`config.mk`:
```
export PLATFORM = sky130hd
export DESIGN_NAME = seq_restoring_divider
export DESIGN_NICKNAME = d
export VERILOG_FILES = /design/src/rtl/calc_pkg.sv /design/src/rtl/full_sub_wborrow_nbits.sv /design/src/rtl/seq_restoring_divider.sv
export SDC_FILE = /design/constraint.sdc
export NUM_CORES = 1
export LEC_CHECK = 0
export ABC_AREA = 1
export BUFFER_PORTS_ARGS = -buffer_cell sky130_fd_sc_hd__buf_2
export CAP_MARGIN = 10
export CORE_ASPECT_RATIO = 1.2
export CORE_UTILIZATION = 30
export CTS_CLUSTER_DIAMETER = 30
export DETAILED_ROUTE_END_ITERATION = 16
export SYNTH_ARGS = -nofsm -noshare
export SYNTH_HDL_FRONTEND = slang
export SYNTH_HIERARCHICAL = 1
export SYNTH_SLANG_ARGS = --single-unit
```
`constraint.sdc`:
```
create_clock -name clk_i -period 2.2 [get_ports clk_i]
set_clock_uncertainty 0.05 [all_clocks]
set_input_delay 0.22 -clock clk_i [delete_from_list [all_inputs] [get_ports clk_i]]
set_output_delay 0.22 -clock clk_i [all_outputs]
set_load 0.005 [all_outputs]
```
`src/rtl/calc_pkg.sv`:
```
// Shared calculator types: divider FSM state encoding and default sizing.
package calc_pkg;

  typedef enum logic [1:0] {
    IDLE = 2'd0,
    CALC = 2'd1,
    FIX  = 2'd2,
    DONE = 2'd3
  } div_state_t;

  localparam int DIV_DATA_W = 8;
  localparam int DIV_CNT_W  = $clog2(DIV_DATA_W);

endpackage

```
`src/rtl/full_sub_wborrow_nbits.sv`:
```
// N-bit subtractor a - b - bin with difference and borrow-out.
module full_sub_wborrow_nbits #(
  parameter int WIDTH = 9
) (
  input  logic [WIDTH-1:0] a_i,
  input  logic [WIDTH-1:0] b_i,
  input  logic             bin_i,
  output logic [WIDTH-1:0] diff_o,
  output logic             cout_o
);

  logic [WIDTH:0] w_full;

  // The extra top bit goes to 1 exactly when a < b + bin.
  assign w_full = {1'b0, a_i} - {1'b0, b_i} - {{WIDTH{1'b0}}, bin_i};
  assign diff_o = w_full[WIDTH-1:0];
  assign cout_o = w_full[WIDTH];

endmodule

```
`src/rtl/seq_restoring_divider.sv`:
```
// Restoring divider, one quotient bit per clock.
// Define CALC_DIV_SIGNED_EN for two's-complement operands (adds the FIX state).
module seq_restoring_divider
  import calc_pkg::*;
#(
  parameter int DATA_W = DIV_DATA_W
) (
  input  logic              clk_i,
  input  logic              rst_i,
  input  logic              start_i,
  input  logic [DATA_W-1:0] dividend_i,
  input  logic [DATA_W-1:0] divisor_i,
  output logic              busy_o,
  output logic              done_o,
  output logic [DATA_W-1:0] quotient_o,
  output logic [DATA_W-1:0] remainder_o,
  output logic              div_by_zero_o,
  output logic              overflow_o
);

  localparam int CNT_W = $clog2(DATA_W);

  function automatic logic [DATA_W-1:0] twos_neg(input logic [DATA_W-1:0] v);
    return ~v + {{(DATA_W-1){1'b0}}, 1'b1};
  endfunction

  div_state_t        r_state;
  div_state_t        w_state_nxt;
  logic [CNT_W-1:0]  r_cnt;
  logic [DATA_W-1:0] r_rem;
  logic [DATA_W-1:0] r_dvd;
  logic [DATA_W-1:0] r_dvs;
  logic              w_start;
  logic              w_dvs_zero;
  logic [DATA_W:0]   w_shift;
  logic [DATA_W:0]   w_diff;
  logic              w_borrow;
  logic [DATA_W-1:0] w_rem_nxt;
  logic [DATA_W-1:0] w_quo_nxt;
  logic [DATA_W-1:0] w_a_mag;
  logic [DATA_W-1:0] w_b_mag;
  logic              w_unused_msb;

  assign w_start    = start_i && (r_state == IDLE || r_state == DONE);
  assign w_dvs_zero = (divisor_i == '0);
  assign busy_o     = (r_state == CALC) || (r_state == FIX);
  assign done_o     = (r_state == DONE);

`ifdef CALC_DIV_SIGNED_EN
  logic signed [DATA_W-1:0] w_a_s;
  logic signed [DATA_W-1:0] w_b_s;
  logic                     r_sign_q;
  logic                     r_sign_r;
  logic                     r_ovf;

  assign w_a_s   = dividend_i;
  assign w_b_s   = divisor_i;
  assign w_a_mag = (w_a_s < 0) ? twos_neg(dividend_i) : dividend_i;
  assign w_b_mag = (w_b_s < 0) ? twos_neg(divisor_i) : divisor_i;
`else
  assign w_a_mag    = dividend_i;
  assign w_b_mag    = divisor_i;
  assign overflow_o = 1'b0;
`endif

  // p0: shift next dividend bit into the partial remainder and trial-subtract
  assign w_shift = {r_rem, r_dvd[DATA_W-1]};

  full_sub_wborrow_nbits #(
    .WIDTH(DATA_W + 1)
  ) u_sub (
    .a_i   (w_shift),
    .b_i   ({1'b0, r_dvs}),
    .bin_i (1'b0),
    .diff_o(w_diff),
    .cout_o(w_borrow)
  );

  // A kept difference is always below the divisor, so its top bit is zero.
  assign w_unused_msb = w_diff[DATA_W];
  assign w_rem_nxt    = w_borrow ? w_shift[DATA_W-1:0] : w_diff[DATA_W-1:0];
  assign w_quo_nxt    = {r_dvd[DATA_W-2:0], ~w_borrow};

  always_comb begin
    w_state_nxt = r_state;
    unique case (r_state)
      IDLE, DONE: begin
        if (start_i) w_state_nxt = w_dvs_zero ? DONE : CALC;
        else         w_state_nxt = IDLE;
      end
      CALC: begin
`ifdef CALC_DIV_SIGNED_EN
        if (r_cnt == '0) w_state_nxt = FIX;
`else
        if (r_cnt == '0) w_state_nxt = DONE;
`endif
      end
      FIX:     w_state_nxt = DONE;
      default: w_state_nxt = IDLE;
    endcase
  end

  // p1: control state, counter and the architecturally visible results
  always_ff @(posedge clk_i) begin
    if (rst_i) begin
      r_state       <= IDLE;
      r_cnt         <= '0;
      quotient_o    <= '0;
      remainder_o   <= '0;
      div_by_zero_o <= 1'b0;
`ifdef CALC_DIV_SIGNED_EN
      overflow_o    <= 1'b0;
`endif
    end else begin
      r_state <= w_state_nxt;
      if (w_start) begin
        r_cnt         <= CNT_W'(DATA_W - 1);
        div_by_zero_o <= w_dvs_zero;
`ifdef CALC_DIV_SIGNED_EN
        overflow_o    <= 1'b0;
`endif
        if (w_dvs_zero) begin
          quotient_o  <= '1;
          remainder_o <= dividend_i;
        end
      end else if (r_state == CALC) begin
        if (r_cnt != '0) r_cnt <= r_cnt - 1'b1;
`ifndef CALC_DIV_SIGNED_EN
        if (r_cnt == '0) begin
          quotient_o  <= w_quo_nxt;
          remainder_o <= w_rem_nxt;
        end
`endif
      end
`ifdef CALC_DIV_SIGNED_EN
      else if (r_state == FIX) begin
        quotient_o  <= r_sign_q ? twos_neg(r_dvd) : r_dvd;
        remainder_o <= r_sign_r ? twos_neg(r_rem) : r_rem;
        overflow_o  <= r_ovf;
      end
`endif
    end
  end

  // p2: iteration datapath, no reset needed since start reloads everything
  always_ff @(posedge clk_i) begin
    if (w_start) begin
      r_rem <= '0;
      r_dvd <= w_a_mag;
      r_dvs <= w_b_mag;
`ifdef CALC_DIV_SIGNED_EN
      r_sign_q <= dividend_i[DATA_W-1] ^ divisor_i[DATA_W-1];
      r_sign_r <= dividend_i[DATA_W-1];
      r_ovf    <= (dividend_i == {1'b1, {(DATA_W-1){1'b0}}}) && (divisor_i == '1);
`endif
    end else if (r_state == CALC) begin
      r_rem <= w_rem_nxt;
      r_dvd <= w_quo_nxt;
    end
  end

endmodule
```
==> impl_metrics.json, run 1 <==
{
  "status": "complete, but fails checks",
  "violations": "negative setup slack",
  "cp.required_ns": 2.34,
  "fin_nets": 464,
  "cap_violations": 0,
  "netlist_area_sq_um": 2720,
  "row_count": 37,
  "antenna_found_initial": 0,
  "crit_path_end_kind": "flop",
  "layout_worst_path_cycle_share": 1.03,
  "gp_congestion": 0.827,
  "numPortBuffers": 37,
  "fin_crit_ns": 2.27,
  "crit_type": "reg -> reg",
  "cp_common_cell": "nand2_2",
  "track_usage": 0.148,
  "cp-start-kind": "flop",
  "cts_sinks": 46,
  "via_count": 2418,
  "num_antenna_cells": 0,
  "dr.pass1.iters": 4,
  "worstMarginPinSlew_ns": 0.506,
  "synth_cells": 363,
  "cp_max_fo": 5,
  "die_h_microns": 106,
  "clock_path_buffers": 2,
  "worst_slack_ns": -0.0660,
  "numCtsBuffers": 5,
  "grt_pass1_wl_microns": 10900,
  "hold_class": "in -> reg",
  "start_util": 0.313,
  "final_util": 0.407,
  "root_buffer": "clkbuf_8",
  "maxSlewHeadroom": 0.663,
  "finalSetupViolations": 7,
  "via_per_inst": 4.45,
  "clock.fmax_ghz": 0.441,
  "dieWidth_microns": 89.0,
  "clk_latency_ns": 0.29,
  "cp_slowest_stage_delay_ns": 0.43,
  "dp.cells": 531,
  "drive_above_1_share": 0.331,
  "fp.dieArea_sq_um": 9470,
  "drtIter0Drc": 96,
  "power_density_nw_per_um2": 1570,
  "grt_start_max_net_pins": 26,
  "ir_drop_mv": 0.580,
  "core_area_sq_um": 8700,
  "synth_warnings": 6,
  "maxSlewViolCount": 0,
  "stdcell_count": 543,
  "final_antenna_net_count": 0,
  "postSynthAreaPerCell_sq_um": 7.50,
  "hold_viol_final": 0,
  "dp_hpwl_microns": 4960,
  "arrival_ns": 2.41,
  "p_leak_nw": 1.80,
  "tritoncts": "built",
  "wl_per_cell_microns": 12.4,
  "wl_microns": 6750,
  "grt_pass1_vias": 2363,
  "fin_setup_tns_ns": -0.175,
  "crit_chain": "fa_2 -> ha_4 -> nand2_4 -> inv_2 -> nand2_2 -> nand3_2 -> nand2_2 -> nand3_2 -> nand2_4 -> buf_8 -> nand2_2 -> o21ai_2 -> nand2_1 -> nand2_1 -> a21oi_2 -> nor2_1",
  "drc_errors": 0,
  "h-tree-depth": 2,
  "syn_to_final_growth_pct": 29.9,
  "overflow": 0,
  "pin_count": 39,
  "cts_hold_buf": 0,
  "clkSlewWorstSetupHoldPaths_ns": 0.09,
  "rsz0062_at_grt": "yes",
  "critPathSlowestCell": "edfxtp_1"
}
## state kept, by name, summed over array words and instances, names as in the netlist
name	count
r_state	2
remainder_o	8
quotient_o	8
r_rem	8
r_dvd	8
r_cnt	3
r_dvs	8
div_by_zero_o	1
## per-stage QoR
step           cell area, sq um  hold slack [ns]  setup slack (ns)  total power (W)
3_3_place_gp               3190            0.367            -0.126          0.00413
2_1_floorplan              2780            0.269           -0.0175          0.00325
5_1_grt                    3540           0.0539            -0.153          0.00605
4_1_cts                    3380           0.0556            -0.120          0.00505
6_report                   3540           0.0641           -0.0660          0.00555
3_5_place_dp               3190            0.367            -0.159          0.00417
## layer usage
metal / global-route usage / routed length [microns] / vias up
met1: 0.191 / 3040 / 1121
li1: - / - / 1243
met5: 0 / 0 / -
met3: 0.0241 / 156 / 14
met4: 0.0635 / 218 / 0
met2: 0.241 / 3330 / 40
## placed cells by master, fill, tap and decap left out, types with 5 or more instances in the layout
cell,n
edfxtp_1,16
ha_4,5
nand3b_1,8
buf_4,25
a21oi_1,17
a21oi_2,10
o21ai_0,16
nand2_1,71
buf_2,37
clkbuf_8,8
nand2_2,11
nor2_2,7
o21ai_2,7
ha_1,13
inv_1,67
nor2_1,26
nand3_1,14
inv_2,7
dfxtp_1,26
## cell type report
cell class,count,area (sq um)
fill,915,5160
multi-input combinational,230,1480
tap,117,146
timing repair buffer,67,433
inverter,75,284
clock buffer,8,110
sequential,46,1090
## repair_timing
action / in CTS / in global routing
buffers inserted: 2 / 0
cloned: 1 / 1
pin swaps: 5 / 26
endpoints found under the setup margin: 14 / 18
resized for setup: 27 / 47
## critical path, delay by kind of cell, from the launching register on
kind | cells | cell delay (ns)
adders and majority gates | 2 | 0.69
AOI/OAI and AO/OA | 2 | 0.19
DFF | 1 | 0.43
buffers and inverters | 2 | 0.18
and+or+nand+nor | 10 | 0.60
## where the power goes
| part | internal [W] | switching, W |
|---|---|---|
| logic | 0.00162 | 0.00200 |
| clock network | 0.000318 | 0.000287 |
| registers | 0.00121 | 0.000122 |
| total | 0.00315 | 0.00241 |
## path summary, 6_finish.rpt
kind | startpoint | to | slack [ns] | cells after the start
min | divisor_i[1] | r_dvs[1] | 0.06 | 1
max | r_dvd[7] | remainder_o[6] | -0.07 | 16
max reg2reg | r_dvd[7] | remainder_o[6] | -0.07 | 16
min reg2reg | r_cnt[1] | r_cnt[1] | 0.44 | 2
Power figures use the tool's default switching activity.
==> run 2: changes to the inputs <==
--- a/config.mk
+++ b/config.mk
@@ -12,6 +12,7 @@
 export CORE_UTILIZATION = 30
 export CTS_CLUSTER_DIAMETER = 30
 export DETAILED_ROUTE_END_ITERATION = 16
+export RECOVER_POWER = 50
 export SYNTH_ARGS = -nofsm -noshare
 export SYNTH_HDL_FRONTEND = slang
 export SYNTH_HIERARCHICAL = 1
==> run 2 against run 1 <==
  * The run still ends with negative setup slack left
  * Core utilization down 0.23 points
  * Global-route usage unchanged
  * Sequential power about the same
  * Hold slack better by 0.0011 ns
  * Register-to-register slack about the same
  * Routed wire length about the same
  * Non-clock buffer count unchanged
  * Die area unchanged
  * First-iteration DRC count up 7.3%
  * Largest power group unchanged
==> impl_metrics.json, run 2 (same netlist as run 1, synthesis figures left out) <==
{
  "status": "complete, but fails checks",
  "violations": "negative setup slack",
  "wl_microns": 6750,
  "drtIter0Drc": 103,
  "dp.cells": 531,
  "grt_use_met2": 0.241,
  "cp_slowest_stage_delay_ns": 0.43,
  "met1_usage": 0.191,
  "cp.required_ns": 2.34,
  "num_antenna_cells": 0,
  "syn_to_final_growth_pct": 29.2,
  "core_area_sq_um": 8700,
  "drive_above_1_share": 0.293,
  "overflow": 0,
  "drc_errors": 0,
  "h-tree-depth": 2,
  "grt_pass1_vias": 2363,
  "p_comb_frac": 0.651,
  "p_seq_frac": 0.240,
  "dr.pass1.iters": 4,
  "final_common_cell": "nand2_1",
  "arrival_ns": 2.41,
  "antenna_found_initial": 0,
  "wl_per_cell_microns": 12.4,
  "numCtsBuffers": 5,
  "dieWidth_microns": 89.0,
  "cts_sinks": 46,
  "cap_violations": 0,
  "critPathSlowestCell": "edfxtp_1",
  "row_count": 37,
  "power_density_nw_per_um2": 1580,
  "crit_chain": "fa_2 -> ha_4 -> nand2_4 -> inv_2 -> nand2_2 -> nand3_2 -> nand2_2 -> nand3_2 -> nand2_4 -> buf_8 -> nand2_2 -> o21ai_2 -> nand2_1 -> nand2_1 -> a21oi_2 -> nor2_1",
  "via_per_inst": 4.43,
  "pin_count": 39,
  "dp_hpwl_microns": 4960,
  "final_util": 0.404,
  "p_switching_w": 0.00241,
  "tritoncts": "built",
  "fin_crit_ns": 2.27,
  "swShare": 0.434,
  "gp_congestion": 0.827,
  "final_cell_mix": "nand2_1 (71), inv_1 (67), nor2_1 (26), dfxtp_1 (26), buf_4 (25)",
  "grt_pass1_wl_microns": 10900,
  "numPortBuffers": 37,
  "start_util": 0.313,
  "clkSlewWorstSetupHoldPaths_ns": 0.09,
  "stdcell_count": 543,
  "via_count": 2406,
  "clk_latency_ns": 0.29,
  "cts_hold_buf": 0,
  "use_met3": 0.0241,
  "cp_num_buf_inv": 2,
  "root_buffer": "clkbuf_8",
  "cp-start-kind": "flop",
  "clock_path_buffers": 2,
  "hold_class": "in -> reg",
  "fin_nets": 464,
  "p_leak_nw": 1.74,
  "cp_max_fo": 5,
  "die_h_microns": 106,
  "maxSlewHeadroom": 0.663,
  "crit_path_end_kind": "flop",
  "fp.dieArea_sq_um": 9470,
  "power.share.clock": 0.109,
  "worst_slack_ns": -0.0682,
  "final_antenna_net_count": 0,
  "rsz0062_at_grt": "yes",
  "pre_cts_ws_ns": -0.159,
  "fin_setup_tns_ns": -0.167,
  "cp_common_cell": "nand2_2",
  "ir_drop_mv": 0.577,
  "p_int_w": 0.00314,
  "crit_type": "reg -> reg",
  "hold_viol_final": 0,
  "clock.fmax_ghz": 0.441,
  "worstMarginPinSlew_ns": 0.506,
  "top_usage_layer": "met2",
  "maxSlewViolCount": 0,
  "track_usage": 0.148,
  "cpLargestDelayFamily": "adder cells",
  "grt_start_max_net_pins": 26,
  "layout_worst_path_cycle_share": 1.03,
  "finalSetupViolations": 7
}
[run 2: changes by cell type in the layout (fill, tap and decap cells not counted), sizes merged]
| cell | previous run | this run |
|---|---|---|
| buf | 67 | 51 |
| clkbuf | 8 | 24 |
[run 2: power groups by stage]
| stage | clock, W | combinational, W | sequential [W] |
|---|---|---|---|
| finish | 0.000603 | 0.00361 | 0.00133 |
| global route | 0.000647 | 0.00404 | 0.00136 |
| CTS | 0.000620 | 0.00310 | 0.00133 |
| detailed placement | 0 | 0.00283 | 0.00134 |
| global placement | 0 | 0.00280 | 0.00133 |
| floorplan | 0 | 0.00192 | 0.00132 |
[run 2: stage by stage]
| step | instance area (sq um) | power (W) | hold slack, ns |
|---|---|---|---|
| 6_report | 3520 | 0.00554 | 0.0652 |
| 5_1_grt | 3520 | 0.00604 | 0.0539 |
| 4_1_cts | 3380 | 0.00505 | 0.0556 |
| 3_5_place_dp | 3190 | 0.00417 | 0.367 |
| 3_3_place_gp | 3190 | 0.00413 | 0.367 |
| 2_1_floorplan | 2780 | 0.00325 | 0.269 |
[run 2: layer usage]
| layer | share of wire | wire [microns] |
|---|---|---|
| met5 | 0 | 0 |
| met4 | 0.032 | 218 |
| met3 | 0.020 | 132 |
| met2 | 0.50 | 3370 |
| met1 | 0.45 | 3020 |
[run 2: layout make-up]
type,count,area [sq um]
fill,920,5180
multi-input combinational,230,1480
sequential,46,1090
timing repair buffer,67,413
inverter,75,284
tap,117,146
clock buffer,8,110
[run 2: final timing paths]
path / start / end / slack, ns / cells after the start
worst min-delay path: divisor_i[2] / r_dvs[2] / 0.07 / 1
worst max register to register: r_dvd[7] / remainder_o[6] / -0.07 / 16
worst max-delay path: r_dvd[7] / remainder_o[6] / -0.07 / 16
worst min register to register: r_cnt[1] / r_cnt[1] / 0.44 / 2
[run 2: what timing repair did]
action | in CTS | in global routing
cloned | 1 | 1
setup endpoints to repair | 14 | 18
setup buffers | 2 | 0
pin swaps | 5 | 26
resized for setup | 27 | 47
==> run 3: changes to the inputs <==
--- a/config.mk
+++ b/config.mk
@@ -5,7 +5,6 @@
 export SDC_FILE = /design/constraint.sdc
 export NUM_CORES = 1
 export LEC_CHECK = 0
-export ABC_AREA = 1
 export BUFFER_PORTS_ARGS = -buffer_cell sky130_fd_sc_hd__buf_2
 export CAP_MARGIN = 10
 export CORE_ASPECT_RATIO = 1.2
==> run 3 against run 2 <==
  * Maximum frequency shrank 18%
  * Routed wire length shrank 11%
  * Critical path type unchanged
  * Critical path depth shrank 5
  * Largest cell class unchanged
  * The run still ends with negative setup slack left
  * Global-route usage shrank 0.85 points
==> impl_metrics.json, run 3 <==
{
  "cp_num_buf_inv": 1,
  "drtIter0Drc": 105,
  "dr.pass1.iters": 4,
  "swShare": 0.411,
  "root_buffer": "clkbuf_8",
  "met1_usage": 0.170,
  "dieWidth_microns": 86.2,
  "drive_above_1_share": 0.311,
  "pre_cts_ws_ns": -0.521,
  "numCtsBuffers": 5,
  "status": "complete, but fails checks",
  "die_h_microns": 103,
  "num_antenna_cells": 0,
  "clk_latency_ns": 0.31,
  "numPortBuffers": 37,
  "hold_class": "in -> reg",
  "gp_congestion": 0.803,
  "cp_slowest_stage_delay_ns": 0.43,
  "track_usage": 0.140,
  "ir_drop_mv": 0.753,
  "clkSlewWorstSetupHoldPaths_ns": 0.10,
  "clock_path_buffers": 2,
  "p_switching_w": 0.00259,
  "layout_worst_path_cycle_share": 1.26,
  "syn_to_final_growth_pct": 32.4,
  "p_comb_frac": 0.684,
  "grt_start_max_net_pins": 24,
  "crit_chain": "fa_2 -> ha_4 -> and2_4 -> o21a_1 -> o2111ai_2 -> nor4b_4 -> buf_6 -> mux2i_2 -> nand2_1 -> o221ai_1 -> a21oi_1",
  "crit_path_end_kind": "flop",
  "place_area_sq_um": 3100,
  "overflow": 0,
  "wl_microns": 6000,
  "fin_nets": 379,
  "top_usage_layer": "met2",
  "n_fill_cell": 849,
  "synth_cells": 269,
  "clock.fmax_ghz": 0.362,
  "cpLargestDelayFamily": "adder cells",
  "violations": "negative setup slack",
  "start_util": 0.311,
  "synth_warnings": 6,
  "fin_crit_ns": 2.77,
  "critPathSlowestCell": "edfxtp_1",
  "final_antenna_net_count": 0,
  "wl_per_cell_microns": 13.2,
  "postSynthAreaPerCell_sq_um": 9.49,
  "p_leak_nw": 1.42,
  "arrival_ns": 2.91,
  "worst_slack_ns": -0.565,
  "final_util": 0.412,
  "final_cell_mix": "buf_4 (37), nand2_1 (33), inv_1 (33), dfxtp_1 (30), clkbuf_1 (23)",
  "dp_hpwl_microns": 4390,
  "fp.dieArea_sq_um": 8880,
  "final_common_cell": "buf_4",
  "drc_errors": 0,
  "cts_sinks": 46,
  "antenna_found_initial": 0,
  "p_int_w": 0.00371,
  "maxSlewViolCount": 0,
  "tritoncts": "built",
  "h-tree-depth": 2,
  "pin_count": 39,
  "design_area_sq_um": 3380,
  "cp.required_ns": 2.34,
  "crit_type": "reg -> reg",
  "use_met3": 0.0248,
  "via_count": 2135,
  "power.share.clock": 0.088,
  "hold_viol_final": 0,
  "fin_setup_tns_ns": -8.48,
  "row_count": 36,
  "grt_pass1_vias": 2063,
  "grt_use_met2": 0.255,
  "cp-start-kind": "flop",
  "via_per_inst": 4.69,
  "finalSetupViolations": 18,
  "cap_violations": 0,
  "grt_pass1_wl_microns": 9640,
  "netlist_area_sq_um": 2550,
  "rsz0062_at_grt": "yes",
  "power_density_nw_per_um2": 1860,
  "core_area_sq_um": 8200,
  "p_seq_frac": 0.227,
  "cp_max_fo": 5
}
run 3: metal layers:
| layer | up-vias | part of all wire |
|---|---|---|
| li1 | 1078 | - |
| met1 | 1017 | 0.44 |
| met2 | 33 | 0.52 |
| met3 | 7 | 0.023 |
| met4 | 0 | 0.010 |
| met5 | - | 0 |
run 3: per-stage QoR:
step / hold WS, ns / power (W) / cells
6_report: 0.126 / 0.00630 / 455
5_1_grt: 0.140 / 0.00680 / 455
4_1_cts: 0.0794 / 0.00588 / 453
3_5_place_dp: 0.394 / 0.00484 / 441
3_3_place_gp: 0.396 / 0.00478 / 441
2_1_floorplan: 0.269 / 0.00359 / 271
run 3: final cells by class:
class                   count  area (sq um)  share of cell area
multi-input cells         174          1450               0.429
clock buffers               5          68.8              0.0204
inverters                  35           131              0.0389
clock inverters             3          25.0             0.00740
flip-flops and latches     46          1080               0.320
repair buffers             78           479               0.142
well taps                 114           143              0.0422
run 3: path summary, 6_finish.rpt:
| path | start | end | slack [ns] | cells after the start |
|---|---|---|---|---|
| setup reg to reg | r_dvd[7] | remainder_o[5] | -0.57 | 11 |
| hold / removal | start_i | r_state[0] | 0.13 | 3 |
| hold reg to reg | div_by_zero_o | div_by_zero_o | 0.41 | 2 |
| setup / recovery | r_dvd[7] | remainder_o[5] | -0.57 | 11 |
run 3: worst min-delay path, delay by kind of cell:
kind,cells,cell delay (ns)
AOI/OAI and AO/OA,1,0.07
buffers and inverters,2,0.16
run 3: timing repair:
item	4_1_cts	5_1_grt
gates cloned	1	0
setup endpoints to repair	18	18
resized for setup	17	14
pin swaps	4	2
hold buffers	0	0
buffers inserted	3	2
run 3: power by group through the flow:
| stage | sequential, W | combinational, W | clock, W |
|---|---|---|---|
| after floorplan | 0.00141 | 0.00218 | 0 |
| after global placement | 0.00144 | 0.00334 | 0 |
| after detailed placement | 0.00145 | 0.00339 | 0 |
| after CTS | 0.00143 | 0.00387 | 0.000575 |
| after global routing | 0.00147 | 0.00473 | 0.000602 |
| final | 0.00143 | 0.00431 | 0.000556 |
